==> src/rtl/oc8051_su_gate_ctrl_pkg.sv <==
`default_nettype none
// ============================================================================
// Module  : oc8051_su_gate_ctrl_pkg
// Brief   : Shared types and helpers for the supervisor gate controller.
// Revision: 1.0 - initial release
// ============================================================================
package oc8051_su_gate_ctrl_pkg;

  typedef enum logic [1:0] {
    ST_IDLE   = 2'd0,
    ST_XFER   = 2'd1,
    ST_SETTLE = 2'd2
  } su_state_e;

  typedef enum logic [2:0] {
    EV_NONE  = 3'd0,
    EV_CALL  = 3'd1,
    EV_RET   = 3'd2,
    EV_IRQ   = 3'd3,
    EV_MULTI = 3'd4
  } su_event_e;

  localparam int         c_MIRROR_W   = 7;
  localparam logic [6:0] c_MIRROR_MAX = 7'h7F;

  function automatic su_event_e decode_event(input logic call, input logic ret, input logic irq);
    logic [1:0] cnt;
    cnt = {1'b0, call} + {1'b0, ret} + {1'b0, irq};
    if (cnt > 2'd1) return EV_MULTI;
    if (call)       return EV_CALL;
    if (ret)        return EV_RET;
    if (irq)        return EV_IRQ;
    return EV_NONE;
  endfunction

  function automatic logic in_region(input logic [15:0] addr, input logic [15:0] base, input int sz_lg2);
    return (addr >> sz_lg2) == (base >> sz_lg2);
  endfunction

  function automatic logic is_aligned(input logic [15:0] addr, input int al_lg2);
    return (addr & ((16'd1 << al_lg2) - 16'd1)) == 16'd0;
  endfunction

endpackage
`default_nettype wire

==> src/rtl/oc8051_su_gate_ctrl_shadow_stack.sv <==
`default_nettype none
// ============================================================================
// Module  : oc8051_su_shadow_stack
// Brief   : DEPTH x 1-bit LIFO; a push when full overwrites the top entry.
// Revision: 1.0 - initial release
// ============================================================================
module oc8051_su_shadow_stack #(
  parameter int DEPTH = 16
) (
  input  logic clk,
  input  logic rst,
  input  logic i_push,
  input  logic i_push_bit,
  input  logic i_pop,
  output logic o_top_bit,
  output logic o_empty,
  output logic o_ovf
);

  localparam int c_DW = $clog2(DEPTH + 1);
  localparam int c_AW = (DEPTH > 1) ? $clog2(DEPTH) : 1;

  logic [c_DW-1:0]  r_depth;
  logic [DEPTH-1:0] r_mem;
  logic             r_ovf;
  logic             w_full;
  logic [c_AW-1:0]  w_wr_idx;
  logic [c_AW-1:0]  w_top_idx;
  logic [DEPTH-1:0] w_wr_sel;

  assign w_full    = (r_depth == c_DW'(DEPTH));
  assign w_wr_idx  = w_full ? c_AW'(DEPTH - 1) : r_depth[c_AW-1:0];
  assign w_top_idx = c_AW'(r_depth - c_DW'(1));

  generate
    for (genvar gi = 0; gi < DEPTH; gi++) begin : g_wr_sel
      assign w_wr_sel[gi] = i_push && (w_wr_idx == c_AW'(gi));
    end
  endgenerate

  always_ff @(posedge clk) begin
    if (rst) begin
      r_mem   <= '0;
      r_depth <= '0;
      r_ovf   <= 1'b0;
    end else begin
      r_mem <= (r_mem & ~w_wr_sel) | ({DEPTH{i_push_bit}} & w_wr_sel);
      if (i_push) begin
        if (w_full) r_ovf <= 1'b1;
        else        r_depth <= r_depth + c_DW'(1);
      end else if (i_pop && !o_empty) begin
        r_depth <= r_depth - c_DW'(1);
      end
    end
  end

  assign o_top_bit = r_mem[w_top_idx];
  assign o_empty   = (r_depth == '0);
  assign o_ovf     = r_ovf;

endmodule
`default_nettype wire

==> src/rtl/oc8051_su_gate_ctrl.sv <==
`default_nettype none
// ============================================================================
// Module  : oc8051_su_gate_ctrl
// Brief   : Turns committed call/ret/irq events into privilege counter pulses.
// Revision: 1.0 - initial release
// ============================================================================
module oc8051_su_gate_ctrl
  import oc8051_su_gate_ctrl_pkg::*;
#(
  parameter int          DEPTH       = 16,
  parameter logic [15:0] GATE_BASE   = 16'h0100,
  parameter int          GATE_SZ_LG2 = 8,
  parameter int          GATE_AL_LG2 = 3
) (
  input  logic        clk,
  input  logic        rst,
  input  logic        i_su_en,
  input  logic        i_call_valid,
  input  logic [15:0] i_call_target,
  input  logic        i_ret_valid,
  input  logic        i_irq_ack,
  input  logic        i_priv_lvl,
  output logic        o_enter_su_mode,
  output logic        o_leave_su_mode,
  output logic        o_stall,
  output logic        o_su_fault,
  output logic        o_proto_err,
  output logic        o_ovf_sticky,
  output logic [15:0] o_fault_addr
);

  su_state_e              r_state, w_state_nxt;
  logic                   r_dir_enter;
  logic [c_MIRROR_W-1:0]  r_mirror;
  logic                   r_su_fault, r_proto_err;
  logic [15:0]            r_fault_addr;

  su_event_e w_event;
  logic w_in_region, w_hit;
  logic w_push, w_push_bit, w_pop, w_top_bit, w_empty;
  logic w_req_enter, w_req_leave, w_gate_viol, w_proto;
  logic w_sat_fault, w_underflow, w_start, w_settle_bad;

  assign w_event     = decode_event(i_call_valid, i_ret_valid, i_irq_ack);
  assign w_in_region = in_region(i_call_target, GATE_BASE, GATE_SZ_LG2);
  assign w_hit       = w_in_region && is_aligned(i_call_target, GATE_AL_LG2);

  oc8051_su_shadow_stack #(.DEPTH(DEPTH)) u_stack (
    .clk        (clk),
    .rst        (rst),
    .i_push     (w_push),
    .i_push_bit (w_push_bit),
    .i_pop      (w_pop),
    .o_top_bit  (w_top_bit),
    .o_empty    (w_empty),
    .o_ovf      (o_ovf_sticky)
  );

  always_comb begin
    w_push      = 1'b0;
    w_push_bit  = 1'b0;
    w_pop       = 1'b0;
    w_req_enter = 1'b0;
    w_req_leave = 1'b0;
    w_gate_viol = 1'b0;
    w_proto     = 1'b0;
    case (w_event)
      EV_NONE:  ;
      EV_MULTI: w_proto = 1'b1;
      default: begin
        // Events arriving mid-transition are dropped, never queued.
        if (r_state != ST_IDLE) begin
          w_proto = 1'b1;
        end else begin
          case (w_event)
            EV_IRQ: begin
              w_push      = 1'b1;
              w_push_bit  = i_su_en;
              w_req_enter = i_su_en;
            end
            EV_CALL: begin
              w_push      = 1'b1;
              w_push_bit  = i_su_en && w_hit;
              w_req_enter = i_su_en && w_hit;
              w_gate_viol = i_su_en && !w_hit && !i_priv_lvl && w_in_region;
            end
            EV_RET: begin
              if (w_empty) begin
                w_proto = 1'b1;
              end else begin
                w_pop       = 1'b1;
                w_req_leave = i_su_en && w_top_bit;
              end
            end
            default: ;
          endcase
        end
      end
    endcase

    w_sat_fault  = w_req_enter && (r_mirror == c_MIRROR_MAX);
    w_underflow  = w_req_leave && (r_mirror == '0);
    w_start      = (w_req_enter && !w_sat_fault) || (w_req_leave && !w_underflow);
    w_settle_bad = (r_state == ST_SETTLE) && ((r_mirror != '0) != i_priv_lvl);

    w_state_nxt = r_state;
    case (r_state)
      ST_IDLE:   if (w_start) w_state_nxt = ST_XFER;
      ST_XFER:   w_state_nxt = ST_SETTLE;
      ST_SETTLE: w_state_nxt = ST_IDLE;
      default:   w_state_nxt = ST_IDLE;
    endcase

    o_enter_su_mode = (r_state == ST_XFER) && r_dir_enter;
    o_leave_su_mode = (r_state == ST_XFER) && !r_dir_enter;
    o_stall         = (r_state != ST_IDLE);
  end

  always_ff @(posedge clk) begin
    if (rst) r_state <= ST_IDLE;
    else     r_state <= w_state_nxt;
  end

  always_ff @(posedge clk) begin
    if (rst) begin
      r_dir_enter  <= 1'b0;
      r_mirror     <= {{(c_MIRROR_W-1){1'b0}}, i_su_en};
      r_su_fault   <= 1'b0;
      r_proto_err  <= 1'b0;
      r_fault_addr <= 16'h0;
    end else begin
      if (r_state == ST_IDLE && w_start) r_dir_enter <= w_req_enter;
      // Mirror tracks the privilege counter, moving on the same edge the pulse lands.
      if (r_state == ST_XFER)
        r_mirror <= r_dir_enter ? r_mirror + 7'd1 : r_mirror - 7'd1;
      r_su_fault  <= w_gate_viol || w_sat_fault || w_settle_bad;
      r_proto_err <= w_proto || w_underflow;
      if (w_gate_viol) r_fault_addr <= i_call_target;
    end
  end

  assign o_su_fault   = r_su_fault;
  assign o_proto_err  = r_proto_err;
  assign o_fault_addr = r_fault_addr;

endmodule
`default_nettype wire
==> config.mk <==
export PLATFORM = sky130hd
export DESIGN_NAME = oc8051_su_gate_ctrl
export DESIGN_NICKNAME = d
export VERILOG_FILES = /design/src/rtl/oc8051_su_gate_ctrl_pkg.sv /design/src/rtl/oc8051_su_gate_ctrl_shadow_stack.sv /design/src/rtl/oc8051_su_gate_ctrl.sv
export SDC_FILE = /design/constraint.sdc
export NUM_CORES = 1
export LEC_CHECK = 0
export BUFFER_PORTS_ARGS = -buffer_cell sky130_fd_sc_hd__buf_2
export CAP_MARGIN = 20
export CORE_ASPECT_RATIO = 0.9
export CORE_MARGIN = 5
export CORE_UTILIZATION = 51
export CTS_CLUSTER_DIAMETER = 150
export DETAILED_ROUTE_END_ITERATION = 8
export GPL_TIMING_DRIVEN = 0
export PLACE_DENSITY = 0.86
export SLEW_MARGIN = 20
export SYNTH_ARGS = -nofsm -noshare
export SYNTH_HDL_FRONTEND = slang
export SYNTH_SLANG_ARGS = --single-unit
==> constraint.sdc <==
create_clock -name clk -period 2.3 [get_ports clk]
set_input_delay 0.69 -clock clk [delete_from_list [all_inputs] [get_ports clk]]
set_output_delay 0.69 -clock clk [all_outputs]
set_load 0.05 [all_outputs]
==> flow_summary.yaml <==
clock_network:
  ctsLongestPathBuffers: 2
  clock-root-buffer: "clkbuf_8"
  cts.sinks: 50
  path_clk_slew_ps: 100
  cts.hold.buffers_added: 0
  htreeDepth: 2
  cts_tree: "done"
  insertion_delay_ps: 310
  numCtsBuffers: 5
timing:
  setup_violations: 0
  fmax_mhz: 444
  hold_violations: 0
  rsz0062_at_grt: "true"
  fin_ws_ps: 45.7
  worst_pin_slew_ps: 528
  maxSlewHeadroom_pct: 64.8
  fin_skew_ps: 6.42
  period_needed_ps: 2250
  slew_viol_final: 0
  min_period_over_period_pct: 98.0
global_routing:
  grt_start_max_net_pins: 19
  antenna_found_initial: 0
  grt_pass1_wl_um: 11300
  grt-ovfl-total: 0
  grt_pass1_vias: 2419
  grtUsageTotal_pct: 19.9
detailed_routing:
  drtIter0Drc: 233
  post-route-drc-count: 0
  wirelength_um: 6960
  firstDrtPassIters: 4
  routedWlPerCell_um: 16.0
  vias: 2532
  via_per_inst: 5.81
  detail-route-antenna-nets: 0
critical_path:
  criticalPathCategory: "reg2reg"
  cp_max_fo: 5
  critPathRequiredTime_ps: 2480
  crit_slowest_cell: "mux4_2"
  worstPathArrival_ps: 2440
  cp-end-kind: "flip-flop"
  critPathMaxStageDelay_ps: 540
  start_kind: "flip-flop"
  critical_path.cell_chain: "buf_12 > clkinvlp_4 > ha_4 > mux4_2 > mux2i_1 > o22ai_2 > o211ai_1 > a41oi_1"
power_and_ir_drop:
  powerDensity_mw_per_mm2: 774
  ir_drop_v: 0.000403
  p_leak_nw: 1.58
finish:
  drive_gt1_share_pct: 30.3
  diodes: 0
  nNetsFinal: 400
  final_area_sq_mm: 0.00348
  area_delta_synth_final_pct: 19.6
  final_cell_mix: "dfxtp_1, buf_2, nor2_1"
  layout_commonest_cell: "dfxtp_1"
floorplanning:
  start_util_pct: 52.0
  ioPinCount: 45
  die_h_um: 81.6
  core_area_sq_mm: 0.00560
  die_area_sq_mm: 0.00731
  rows: 26
  die_x_um: 89.6
synth:
  netlist_instances: 305
  synth_edf_count: 1
  synth_ff_type: "dfxtp_1"
  ys_types: 63
  synth_nets: 340
  syn_area_sq_mm: 0.00291
  synth_seq_cells: 50
  synthArstFlopShare_pct: 0
  ys_seq_area_share_pct: 34.8
  syn_avg_cell_area_sq_um: 9.53
  ys_warn_count: 0
place:
  pre_cts_ws_ps: -445
  placed_area_sq_mm: 0.00323
  port_buffers: 44
  globalplace.congestion: 0.897
  hpwl_um: 5100
min_path:
  holdCritPathClass: "reg2reg"
outcome:
  outcome: "finished clean"
job:
  cap_violations: 0
==> kinds of logic after synthesis <==
family                     synth area share (%)
DFF                                        34.8
xor gates and xnor gates                   1.81
AOI/OAI and AO/OA                          11.9
muxes                                      15.3
and+or+nand+nor                            24.7
adders and majority gates                  5.42
buffers and inverters                      6.20
==> repair_timing <==
item / in CTS / in global routing
endpoints found under the hold margin: 0 / 0
pin swaps: 3 / 4
setup buffers: 5 / 6
resized for setup: 12 / 10
setup endpoints to repair: 21 / 16
==> through the flow <==
stage | utilization, % | hold slack [ps] | setup TNS (ps) | power [mW] | std cells
floorplan | - | 457 | 0 | 1.69 | 305
global placement | 57.6 | 432 | -8990 | 1.86 | 419
detailed placement | 57.6 | 465 | -11330 | 1.89 | 419
CTS | 60.6 | 485 | 0 | 2.55 | 430
global route | 62.2 | 502 | -27.4 | 2.84 | 436
finish | 62.2 | 485 | 0 | 2.69 | 436
==> synth_stat cells, drive strengths merged (6+ instances only) <==
library cell / number / area share (%)
buf: 7 / 2.2
nor2: 41 / 5.6
nand3: 16 / 2.8
mux2i: 32 / 11
nor3: 6 / 1.0
nand2: 14 / 1.8
a21oi: 14 / 2.5
dfxtp: 49 / 34
inv: 9 / 1.2
clkbuf: 11 / 2.5
o21ai: 11 / 2.0
ha: 11 / 4.7
and3: 7 / 1.5
==> where the power goes <==
part	switching, mW	internal [mW]
combinational	0.577	0.588
clock	0.324	0.226
sequential	0.0590	0.919
==> worst paths after layout <==
check                                   startpoint               to  slack (ps)  cells after the start
worst max-delay path            u_stack.r_depth[0]      o_proto_err          50                      8
worst max register to register  u_stack.r_depth[0]      o_proto_err          50                      8
worst min register to register     o_fault_addr[8]  o_fault_addr[8]         490                      2
worst min-delay path               o_fault_addr[8]  o_fault_addr[8]         490                      2
==> critical path: cells and delay by family (launching register included) <==
family,cells,cell delay (ps)
buffers and inverters,2,200
AO/OA/AOI/OAI,3,490
adder cells (fa/ha/maj),1,310
flip-flops,1,390
multiplexers,2,730
==> area by class of cell <==
type	count	area (sq um)
buffer	17	158
clock buffer	5	68.8
clock inverter	3	27.5
fill	470	2120
inverter	9	37.5
multi-input combinational	227	1770
sequential	50	1020
tap	70	87.6
timing repair buffer	55	309
==> metal layers <==
layer  vias up  wire length (um)  GRT usage [%]
li1       1212                 -              -
met1      1215              3020           25.9
met2        91              3340           32.6
met3        14               427           3.81
met4         0               167           7.14
met5         -                 0              0
Note: power is estimated with default switching activity, not from simulation.
